**src/rtl/resolution_string_loader.sv**
```systemverilog
// resolution_string_loader
//   Tracks the active video mode id, debounces changes, and copies the
//   matching ASCII label into a registered line buffer one char per cycle
//   for the OSD text renderer.
//
//   Optional feature macro: RES_STRING_BLINK_EN
//     Adds input frame_tick and parameter BLINK_FRAMES. After every completed
//     load the label blinks (6 visibility toggles, one every BLINK_FRAMES
//     ticks) and then stays visible. Without the macro the label is always
//     visible and no blink logic exists.
//
//   Ports
//     clock      in   system/pixel clock, all logic on posedge
//     reset      in   asynchronous, active-high reset
//     mode_id    in   current video mode id (may glitch during mode detect)
//     rd_addr    in   char index for single-char read
//     frame_tick in   one-cycle pulse per frame (RES_STRING_BLINK_EN only)
//     rd_data    out  char at rd_addr, registered, 1-cycle latency
//     q          out  packed label, char 0 in the top CHAR_W bits
//     busy       out  high while debouncing or loading
//     updated    out  one-cycle pulse when a new label is complete
module resolution_string_loader #(
  parameter int NUM_MODES     = 3,
  parameter int MODE_W        = 4,
  parameter int CHARS         = 5,
  parameter int CHAR_W        = 8,
  parameter int STABLE_CYCLES = 16
`ifdef RES_STRING_BLINK_EN
  ,
  parameter int BLINK_FRAMES  = 30
`endif
) (
  input  logic                       clock,
  input  logic                       reset,
  input  logic [MODE_W-1:0]          mode_id,
  input  logic [$clog2(CHARS)-1:0]   rd_addr,
`ifdef RES_STRING_BLINK_EN
  input  logic                       frame_tick,
`endif
  output logic [CHAR_W-1:0]          rd_data,
  output logic [CHARS*CHAR_W-1:0]    q,
  output logic                       busy,
  output logic                       updated
);

  localparam int AW = $clog2(CHARS);
  localparam int CW = $clog2(STABLE_CYCLES) + 1;
  localparam int IW = $clog2(CHARS) + 1;

  localparam logic [CHAR_W-1:0] SPACE    = CHAR_W'(8'h20);
  localparam logic [CW-1:0]     CNT_LAST = CW'(STABLE_CYCLES - 1);
  localparam logic [IW-1:0]     IDX_LAST = IW'(CHARS - 1);
  localparam logic [IW-1:0]     ADDR_LIM = IW'(CHARS);

  typedef enum logic [1:0] {
    IDLE,
    WAIT_STABLE,
    LOAD,
    DONE
  } state_t;

  state_t              state_q;
  logic [MODE_W-1:0]   loaded_id_q;
  logic [MODE_W-1:0]   cand_q;
  logic [CW-1:0]       cnt_q;
  logic [IW-1:0]       idx_q;
  logic                busy_q;
  logic                updated_q;
  logic [CHAR_W-1:0]   lbuf_q [CHARS];
  logic [CHAR_W-1:0]   rd_data_q;
  logic                vis;

  // Label table: base strings are 5 chars, right-aligned into CHARS slots
  // (extra slots on the left are spaces; a shorter CHARS drops leading chars).
  function automatic logic [CHAR_W-1:0] table_char(input int unsigned id,
                                                   input int unsigned pos);
    logic [39:0] s;
    logic [7:0]  c;
    int          p;
    case (id)
      0:       s = "1080p";
      1:       s = " 720p";
      2:       s = "  VGA";
      default: s = "?????";
    endcase
    p = int'(pos) - (CHARS - 5);
    if (id >= NUM_MODES)
      c = 8'h3F;
    else if (p < 0 || p > 4)
      c = 8'h20;
    else
      c = 8'(s >> (8 * (4 - p)));
    return CHAR_W'(c);
  endfunction

  always_ff @(posedge clock or posedge reset) begin
    if (reset) begin
      state_q     <= IDLE;
      loaded_id_q <= '1;
      cand_q      <= '0;
      cnt_q       <= '0;
      idx_q       <= '0;
      busy_q      <= 1'b0;
      updated_q   <= 1'b0;
      for (int unsigned i = 0; i < CHARS; i++)
        lbuf_q[i] <= SPACE;
    end else begin
      updated_q <= 1'b0;
      case (state_q)
        IDLE: begin
          if (mode_id != loaded_id_q) begin
            state_q <= WAIT_STABLE;
            cand_q  <= mode_id;
            cnt_q   <= '0;
            busy_q  <= 1'b1;
          end
        end
        WAIT_STABLE: begin
          if (mode_id != cand_q) begin
            cand_q <= mode_id;
            cnt_q  <= '0;
          end else if (cnt_q == CNT_LAST) begin
            cnt_q <= '0;
            // A glitch that settled back on the current label needs no reload.
            if (cand_q == loaded_id_q) begin
              state_q <= IDLE;
              busy_q  <= 1'b0;
            end else begin
              state_q <= LOAD;
              idx_q   <= '0;
            end
          end else begin
            cnt_q <= cnt_q + 1'b1;
          end
        end
        LOAD: begin
          lbuf_q[idx_q[AW-1:0]] <= table_char(32'(cand_q), 32'(idx_q));
          if (idx_q == IDX_LAST) begin
            state_q   <= DONE;
            updated_q <= 1'b1;
          end else begin
            idx_q <= idx_q + 1'b1;
          end
        end
        DONE: begin
          loaded_id_q <= cand_q;
          busy_q      <= 1'b0;
          state_q     <= IDLE;
        end
        default: state_q <= IDLE;
      endcase
    end
  end

`ifdef RES_STRING_BLINK_EN
  localparam int BW = $clog2(BLINK_FRAMES) + 1;
  localparam logic [BW-1:0] TICK_LAST = BW'(BLINK_FRAMES - 1);

  logic          vis_q;
  logic          blink_on_q;
  logic [BW-1:0] tick_cnt_q;
  logic [2:0]    tog_q;

  // Armed on the cycle the updated pulse is visible; a fresh load cancels
  // any sequence still running so the new label starts visible.
  always_ff @(posedge clock or posedge reset) begin
    if (reset) begin
      vis_q      <= 1'b1;
      blink_on_q <= 1'b0;
      tick_cnt_q <= '0;
      tog_q      <= '0;
    end else if (updated_q) begin
      vis_q      <= 1'b1;
      blink_on_q <= 1'b1;
      tick_cnt_q <= '0;
      tog_q      <= '0;
    end else if (state_q == LOAD) begin
      vis_q      <= 1'b1;
      blink_on_q <= 1'b0;
    end else if (blink_on_q && frame_tick) begin
      if (tick_cnt_q == TICK_LAST) begin
        tick_cnt_q <= '0;
        vis_q      <= ~vis_q;
        tog_q      <= tog_q + 1'b1;
        if (tog_q == 3'd5)
          blink_on_q <= 1'b0;
      end else begin
        tick_cnt_q <= tick_cnt_q + 1'b1;
      end
    end
  end

  assign vis = vis_q;
`else
  assign vis = 1'b1;
`endif

  always_ff @(posedge clock or posedge reset) begin
    if (reset)
      rd_data_q <= SPACE;
    else if (vis && ({1'b0, rd_addr} < ADDR_LIM))
      rd_data_q <= lbuf_q[rd_addr];
    else
      rd_data_q <= SPACE;
  end

  always_comb begin
    q = '0;
    for (int unsigned i = 0; i < CHARS; i++)
      q[(CHARS - 1 - i) * CHAR_W +: CHAR_W] = vis ? lbuf_q[i] : SPACE;
  end

  assign rd_data = rd_data_q;
  assign busy    = busy_q;
  assign updated = updated_q;

endmodule

```
**config.mk**
```make
export PLATFORM = sky130hd
export DESIGN_NAME = resolution_string_loader
export DESIGN_NICKNAME = d
export VERILOG_FILES = /design/src/rtl/resolution_string_loader.sv
export SDC_FILE = /design/constraint.sdc
export NUM_CORES = 1
export LEC_CHECK = 0
export ABC_AREA = 1
export ABC_CLOCK_PERIOD_IN_PS = 1900
export CORE_MARGIN = 4
export CORE_UTILIZATION = 53
export DETAILED_ROUTE_END_ITERATION = 8
export PLACE_DENSITY = 0.9
export SYNTH_ARGS = -nofsm -noshare
export SYNTH_HDL_FRONTEND = slang
export SYNTH_SLANG_ARGS = --single-unit
```
**constraint.sdc**
```tcl
create_clock -name clock -period 1.9 [get_ports clock]
set_input_delay 0.19 -clock clock [delete_from_list [all_inputs] [get_ports clock]]
set_output_delay 0.19 -clock clock [all_outputs]
set_load 0.05 [all_outputs]
```
# ---- After elaboration in Yosys (flattened, before gate mapping)
# Cells that the tools add are included.
dict set report classes {
  addsub 3
  shift 1
  eq_ne 18
  n_bitwise 2
  mux 37
  reduce_logical 12
  order_cmp 7
}
# cell n
set ops {}
lappend ops {{$pmux 37 s3} 1}
lappend ops {{$mux 8} 7}
lappend ops {{$bwmux 40} 1}
lappend ops {{$mux 40} 1}
lappend ops {{$shr 40x32->8} 1}
lappend ops {{$bmux 8 s3} 1}
lappend ops {{$demux 8 s3} 1}
lappend ops {{$mux 4} 6}
lappend ops {{$ne 2x2->1 const B} 8}
lappend ops {{$pmux 4 s2} 2}
lappend ops {{$mux 5} 3}
lappend ops {{$mux 2} 5}
lappend ops {{$pmux 5 s2} 1}
lappend ops {{$reduce_and 5->1} 2}
lappend ops {{$ge 4x4->1 const B} 2}
lappend ops {{$lt 4x1->1 const B} 2}
lappend ops {{$ne 4x4->1} 2}
lappend ops {{$not 3->4} 2}
lappend ops {{$pmux 2 s4} 1}
lappend ops {{$mux 1} 6}
lappend ops {{$add 5x1->5 const B} 1}
lappend ops {{$eq 5x4->1 const B} 1}
lappend ops {{$sub 3x4->5 const A} 1}
lappend ops {{$add 4x1->4 const B} 1}
lappend ops {{other kinds (19)} 21}
dict set report totals {
  register_bits 69
  wordCells 93
  in_bits 9
}

# ---- Depth between registers and ports, before layout
# Gate-level depths: netlist (run 1).
dict set report depth {
  depth_word 8
  ltp_mapped 13
  mapped_depth_nobuf 12
}

# ---- Worst setup path before layout (run 1)
# OpenSTA, ideal clock, no wires.
dict set report synth_timing {
  path_type {reg-to-reg}
  startpoint {register idx_q[0]}
  endpoint {register lbuf_q, in the netlist q[24]}
  required_time_ns 1.834
  slack_ns 0.188
  period_less_slack_ns 1.712
  setup_time_ns 0.066
  path_stages_with_launch 12
  n_path_buf 2
  arrival_ns 1.646
  path_cell_list {dfrtp_1 buf_2 inv_2 ha_1 buf_2 inv_1 nand3_1 nor2_1 nand2_1 nand2_2 nand3_1 nand2_1}
}
dict set report synth_via {
  elab_chain_len 6
}
# item line
set synth_rtl {}
lappend synth_rtl {{from (decl)} 66} ;# logic [IW-1:0] idx_q;
lappend synth_rtl {{from (signal assigned)} 142} ;# idx_q <= idx_q + 1'b1;
lappend synth_rtl {{$sub 3x4->5, or another cell as far along} 92} ;# c = 8'(s >> (8 * (4 - p)));
lappend synth_rtl {{$shr 40x32->8, or another cell as far along} 92}
lappend synth_rtl {{$mux 8 or $logic_and 1x1->1 (tied branches)} {89, 137}}
lappend synth_rtl {{$mux 8, on equally long branches} {87, 137}}
lappend synth_rtl {{$mux 8 or $demux 8 s3 (tied branches)} {109, 137}}
lappend synth_rtl {{$bwmux 40 *} 137} ;# lbuf_q[idx_q[AW-1:0]] <= table_char(32'(cand_q), 32'(idx_q));
lappend synth_rtl {{to (signal, indexed assignment)} 137}
lappend synth_rtl {{to (decl)} 69} ;# logic [CHAR_W-1:0] lbuf_q [CHARS];
# Every way passes the cells marked *; elsewhere a longest branch is shown, timed or not. The select of a mux whose other input is x is not followed.
# A chain may end at the register's enable or synchronous reset.

# ---- Final worst setup path (run 1)
dict set report layout_timing {
  startpoint {register lbuf_q, in the netlist q[29]}
  endpoint {output q[29]}
}
# item line
set layout_rtl {}
lappend layout_rtl {{to (decl)} 41} ;# output logic [CHARS*CHAR_W-1:0] q,
# No word-level cell between the ends.

==> results_dict.tcl, run 1 <==
set metrics [dict create \
    status "completed" \
    timing.hold.ws_ns 0.2102 \
    route.antenna.remaining_nets 0 \
    clk_pin_slew_worst_paths_ns 0.07 \
    pwr-share-clk 0.408 \
    cp_slowest_cell "clkdlybuf4s50_1" \
    wl_per_cell_um 14.28 \
    r2r_setup_slack_ns 0.11 \
    clock_skew_ns 0.009093 \
    finalSetupViolCount 0 \
    worstSetupEndpointType "primary output" \
    p_int_mw 2.145 \
    leakage_nw 2.143 \
    start_util 0.5446 \
    post-dp-hpwl_mm 6.047 \
    rsz0062_at_grt "false" \
    required_ns 1.71 \
    cp_cell_sequence "clkdlybuf4s50_1" \
    drt_pre_antenna_iters 5 \
    finish.utilization 0.6754 \
    die_area_sq_um 7840 \
    via_count 3318 \
    ys_types 31 \
    remaining_drc_errors 0 \
    seqPwrFrac 0.471 \
    finalNetCount 529 \
    drive_gt1_frac 0.1494 \
    dpl_cell_area_sq_um 4034 \
    cts_setup_buffers 0 \
    place_congestion 0.9432 \
    tightest_slew_ns 0.5130 \
    wirelength_mm 8.551 \
    cp_slowest_stage_delay_ns 0.80 \
    overflow 0 \
    via_per_inst 5.539 \
    grt_max_degree 64 \
    cap_violations 0 \
    fin_tns_setup_ns 0 \
    syn_area_sq_um 3438 \
    clk-insertion-delay-late_ns 0.35 \
    die_w_um 88.55 \
    drt_iter0_markers 200 \
    fin_crit_ns 1.871 \
    syn_avg_cell_area_sq_um 7.524 \
    post-route-cell-area_sq_um 4264 \
    grt_pass1_vias 3074 \
    swShare 0.2737 \
    antennaDiodeCount 0 \
    critPathKind "reg -> out" \
    cp_top_family "buffers and inverters" \
    cts_tree "done" \
    coreArea_sq_um 6314 \
    start_kind "flop" \
    cts-root-buf "clkbuf_8" \
    fmax_mhz 534.6 \
    hold_viol_final 0 \
    arrival_ns 1.68 \
    ios 59 \
    p_total_mw 2.953 \
    ys_ff_latch 63 \
    synth.yosys.seq_area_share 0.4622 \
    grt_usage 0.2329 \
    cts.sinks 63 \
    ir_drop_v 0.0004964 \
    crit_fanout 2 \
    place_inst 583 \
    grt_pass1_wl_mm 14.08 \
    share_comb_of_total_power 0.120 \
    yosysWarnings 0 \
    antenna_found_initial 0 \
    report.final.slew_viol_count 0 \
    fillCellCount 491 \
    p_per_area_nw_per_um2 692.6 \
    instances_no_fill 599 \
    fin_ws_ns 0.02934 \
    htree_levels 3 \
    clockBufferDepth 2 \
    min_period_over_period 0.9846 \
    dp_slack_ns 0.1558 \
    min_path_type "in -> async" \
    syn_inst 457 \
    hold_buffers 0 \
    fp.dieH_um 88.55 \
    area_delta_synth_final_pct 24.02 \
    rows 29 \
    p_sw_uw 808.2 \
    port_buffers 52 \
    cts_buffers 9 \
    cp.buffers_inverters 1 \
    slew_headroom 0.6569 \
]
==> tightest hold or removal path, stage by stage <==
cell and delay [ns]:
clkdlybuf4s50_1 0.41, inv_2 0.07, buf_12 0.27
==> Yosys cell counts <==
master | n | area share
nand2_1 | 157 | 0.17
dfrtp_1 | 53 | 0.39
nand3_1 | 52 | 0.076
inv_1 | 33 | 0.036
nor2_1 | 30 | 0.033
o21ai_0 | 26 | 0.038
inv_2 | 17 | 0.019
o21ai_1 | 15 | 0.022
dfstp_2 | 10 | 0.076
a21oi_1 | 8 | 0.012
buf_4 | 6 | 0.013
nand2_2 | 6 | 0.011
nor2_2 | 6 | 0.011
nor2_4 | 6 | 0.020
buf_2 | 4 | 0.0058
a31oi_1 | 3 | 0.0055
clkbuf_1 | 3 | 0.0033
ha_1 | 3 | 0.011
o32ai_1 | 3 | 0.0076
nor3_1 | 2 | 0.0029
o31ai_1 | 2 | 0.0044
xnor2_1 | 2 | 0.0051
xor2_1 | 2 | 0.0051
a21oi_4 | 1 | 0.0047
buf_6 | 1 | 0.0033
conb_1 | 1 | 0.0011
nand2_4 | 1 | 0.0033
nand3b_1 | 1 | 0.0022
nor2_8 | 1 | 0.0058
nor3_4 | 1 | 0.0047
o22ai_1 | 1 | 0.0018
==> registers in the layout (all words and copies together) (netlist names) <==
signal	count
state_q	2
q	35
busy	1
rd_data	7
cnt_q	5
idx_q	4
updated	1
cand_q	4
loaded_id_q	4
==> worst paths after layout <==
kind	start	endpoint	cells after the start
setup / recovery	q[29]	q[29]	1
hold / removal	reset	q[36]	3
setup reg to reg	idx_q[0]	q[10]	10
hold reg to reg	busy	busy	2
max in group asynchronous	reset	loaded_id_q[3]	3
min in group clock	mode_id[1]	cand_q[1]	3
==> cells in the final DEF (no fill, tap or decap), types with 2 or more instances in the layout <==
| cell | netlist | routed |
|---|---|---|
| nor2_1 | 30 | 30 |
| xor2_1 | 2 | 2 |
| nor2_2 | 6 | 6 |
| nand2_4 | 1 | 2 |
| inv_2 | 17 | 18 |
| clkdlybuf4s50_1 | 0 | 48 |
| ha_1 | 3 | 2 |
| nor3_1 | 2 | 2 |
| clkinv_2 | 0 | 2 |
| o21ai_0 | 26 | 26 |
| dfrtp_1 | 53 | 53 |
| conb_1 | 1 | 6 |
| nand2_2 | 6 | 5 |
| a31oi_1 | 3 | 3 |
| nand2_1 | 157 | 157 |
| xnor2_1 | 2 | 2 |
| o21ai_1 | 15 | 15 |
| buf_4 | 6 | 9 |
| clkbuf_8 | 0 | 11 |
| o32ai_1 | 3 | 3 |
| a21oi_1 | 8 | 8 |
| inv_1 | 33 | 32 |
| nor2_4 | 6 | 6 |
| nand3_1 | 52 | 51 |
| dfstp_2 | 10 | 10 |
| o31ai_1 | 2 | 2 |
==> logic make-up after synthesis <==
kind of cell,count (synthesis),synth area share
AOI/OAI and AO/OA,59,0.09534
xor gates and xnor gates,4,0.01019
adders and majority gates,3,0.01092
buffers and inverters,64,0.08006
DFF,63,0.4622
other,1,0.001091
and+or+nand+nor,263,0.3403
==> power by group through the flow <==
stage          combinational, mW  clock, mW  sequential, mW
3_3_place_gp               0.341          0            1.41
5_1_grt                    0.391       1.28            1.40
4_1_cts                    0.352       1.22            1.39
3_5_place_dp               0.350          0            1.42
6_report                   0.355       1.21            1.39
2_1_floorplan              0.214          0            1.46
==> timing repair <==
action / 4_1_cts / 5_1_grt
endpoints found under the hold margin: 0 / 0
gates resized for setup: 0 / 4
setup endpoints to repair: 0 / 19
==> final cells by class <==
cell class,count,area (sq um),share of cell area
well taps,77,96.34,0.02259
flip-flops and latches,63,1589,0.3727
clock inverters,5,56.30,0.01320
multi-input cells,335,1615,0.3788
clock buffers,11,151.4,0.03550
repair buffers,58,568.0,0.1332
inverters,50,187.7,0.04401
==> per-layer routing <==
metal	routed length [um]	global-route usage
met4	261	0.1181
met5	0	0
met1	3330	0.2774
met3	662	0.03631
met2	4297	0.4072
(Power assumes the default switching activity.)
==> inputs of run 2 (changes only) <==
--- a/config.mk
+++ b/config.mk
@@ -9,8 +9,9 @@
 export ABC_CLOCK_PERIOD_IN_PS = 1900
 export CORE_MARGIN = 4
 export CORE_UTILIZATION = 53
+export CTS_CLUSTER_SIZE = 16
 export DETAILED_ROUTE_END_ITERATION = 8
-export PLACE_DENSITY = 0.9
+export PLACE_DENSITY = 0.8
 export SYNTH_ARGS = -nofsm -noshare
 export SYNTH_HDL_FRONTEND = slang
 export SYNTH_SLANG_ARGS = --single-unit
==> results_dict.tcl, run 2 (synthesis results as in run 1) <==
set metrics [dict create \
    tightest_slew_ns 0.5171 \
    drive_gt1_frac 0.1472 \
    rows 29 \
    drt_pre_antenna_iters 5 \
    overflow 0 \
    pwr-share-clk 0.420 \
    wirelength_mm 8.656 \
    grt_usage 0.2340 \
    p_sw_uw 811.7 \
    finalSetupViolCount 0 \
    route.antenna.remaining_nets 0 \
    share_comb_of_total_power 0.118 \
    fp.dieH_um 88.55 \
    ios 59 \
    ir_drop_v 0.0004159 \
    required_ns 1.71 \
    antennaDiodeCount 0 \
    grt_pass1_wl_mm 14.15 \
    seqPwrFrac 0.462 \
    slew_headroom 0.6542 \
    place_congestion 0.9603 \
    cp_cell_sequence "clkdlybuf4s50_1" \
    finalNetCount 530 \
    cts-root-buf "clkbuf_8" \
    report.final.slew_viol_count 0 \
    p_per_area_nw_per_um2 705.8 \
    min_period_over_period 0.9701 \
    area_delta_synth_final_pct 24.27 \
    p_total_mw 3.016 \
    cap_violations 0 \
    critPathKind "reg -> out" \
    clk_pin_slew_worst_paths_ns 0.07 \
    swShare 0.2691 \
    port_buffers 52 \
    arrival_ns 1.65 \
    post-dp-hpwl_mm 6.236 \
    cts.sinks 63 \
    p_int_mw 2.204 \
    remaining_drc_errors 0 \
    leakage_nw 2.140 \
    cp_slowest_stage_delay_ns 0.79 \
    fmax_mhz 542.6 \
    layout_common_cells "157 x nand2_1, 53 x dfrtp_1, 50 x nand3_1" \
    post-route-cell-area_sq_um 4273 \
    start_kind "flop" \
    hold_buffers 0 \
    crit_fanout 1 \
    cp_top_family "buffers and inverters" \
    die_area_sq_um 7840 \
    grt_max_degree 64 \
    largest_reg_flops 35 \
    via_count 3214 \
    worstSetupEndpointType "primary output" \
    clockBufferDepth 2 \
    die_w_um 88.55 \
    clock_skew_ns 0.01253 \
    min_path_type "in -> async" \
    drt_iter0_markers 234 \
    start_util 0.5446 \
    grt_pass1_vias 2996 \
    layout_commonest_cell "nand2_1" \
    hold_viol_final 0 \
    fin_crit_ns 1.843 \
    cts_tree "done" \
    antenna_found_initial 0 \
    cts_buffers 9 \
    dpl_cell_area_sq_um 4031 \
    via_per_inst 5.357 \
    cp_slowest_cell "clkdlybuf4s50_1" \
    coreArea_sq_um 6314 \
    status "completed" \
    htree_levels 3 \
    cp.buffers_inverters 1 \
    clk-insertion-delay-late_ns 0.35 \
    wl_per_cell_um 14.43 \
]
[run 2: changes by cell type in the layout (fill, tap and decap cells not counted), sizes merged]
cell,previous run,this run
clkinvlp,1,2
clkbuf,11,10
dlygate4sd2,0,3
bufinv,1,2
buf,10,9
clkinv,3,2
clkdlybuf4s50,48,47
[run 2: power by group through the flow]
stage / registers [mW] / clock network (mW) / logic [mW]
final: 1.39 / 1.27 / 0.356
after global routing: 1.40 / 1.35 / 0.395
after CTS: 1.39 / 1.29 / 0.353
after detailed placement: 1.42 / 0 / 0.350
after global placement: 1.42 / 0 / 0.346
after floorplan: 1.46 / 0 / 0.214
[run 2: metrics by stage]
| step | setup TNS, ns | worst slack [ns] | util | hold slack [ns] | std cells |
|---|---|---|---|---|---|
| after floorplan | 0 | 0.1568 | - | 0.3166 | 462 |
| after global placement | 0 | 0.1868 | 0.6385 | 0.4619 | 582 |
| after detailed placement | 0 | 0.1557 | 0.6385 | 0.4614 | 582 |
| after CTS | 0 | 0.03607 | 0.6716 | 0.2230 | 598 |
| after global routing | -0.2285 | -0.04171 | 0.6768 | 0.2421 | 600 |
| final | 0 | 0.05687 | 0.6768 | 0.2181 | 600 |
[run 2: final cells by class]
| cell class | count | area (sq um) |
|---|---|---|
| clock buffers | 10 | 127.6 |
| clock inverters | 6 | 85.08 |
| flip-flops and latches | 63 | 1589 |
| fillers | 513 | 2041 |
| well taps | 77 | 96.34 |
| repair buffers | 59 | 576.8 |
| inverters | 50 | 187.7 |
| multi-input cells | 335 | 1610 |
[run 2: what timing repair did]
| item | 4_1_cts | 5_1_grt |
|---|---|---|
| endpoints found under the setup margin | 3 | 9 |
| resized for setup | 3 | 4 |
| pin swaps | 0 | 1 |
| hold endpoints to repair | 0 | 0 |
| setup buffers | 0 | 2 |
[run 2: final timing paths]
path,cells after the start,startpoint,to,slack [ns]
setup / recovery,1,rd_data[5],rd_data[5],0.06
hold / removal,3,reset,rd_data[0],0.22
setup reg to reg,11,idx_q[0],q[2],0.07
hold reg to reg,2,busy,busy,0.48
max in group asynchronous,3,reset,loaded_id_q[0],1.35
min in group clock,3,mode_id[1],cand_q[1],0.48
[run 2: layer usage]
metal / vias up / routed length, um / part of all wire / global-route usage
li1: 1573 / - / - / -
met1: 1491 / 3703 / 0.43 / 0.2918
met2: 130 / 4257 / 0.49 / 0.3882
met3: 20 / 499 / 0.058 / 0.05587
met4: 0 / 196 / 0.023 / 0.1016
met5: - / 0 / 0 / 0
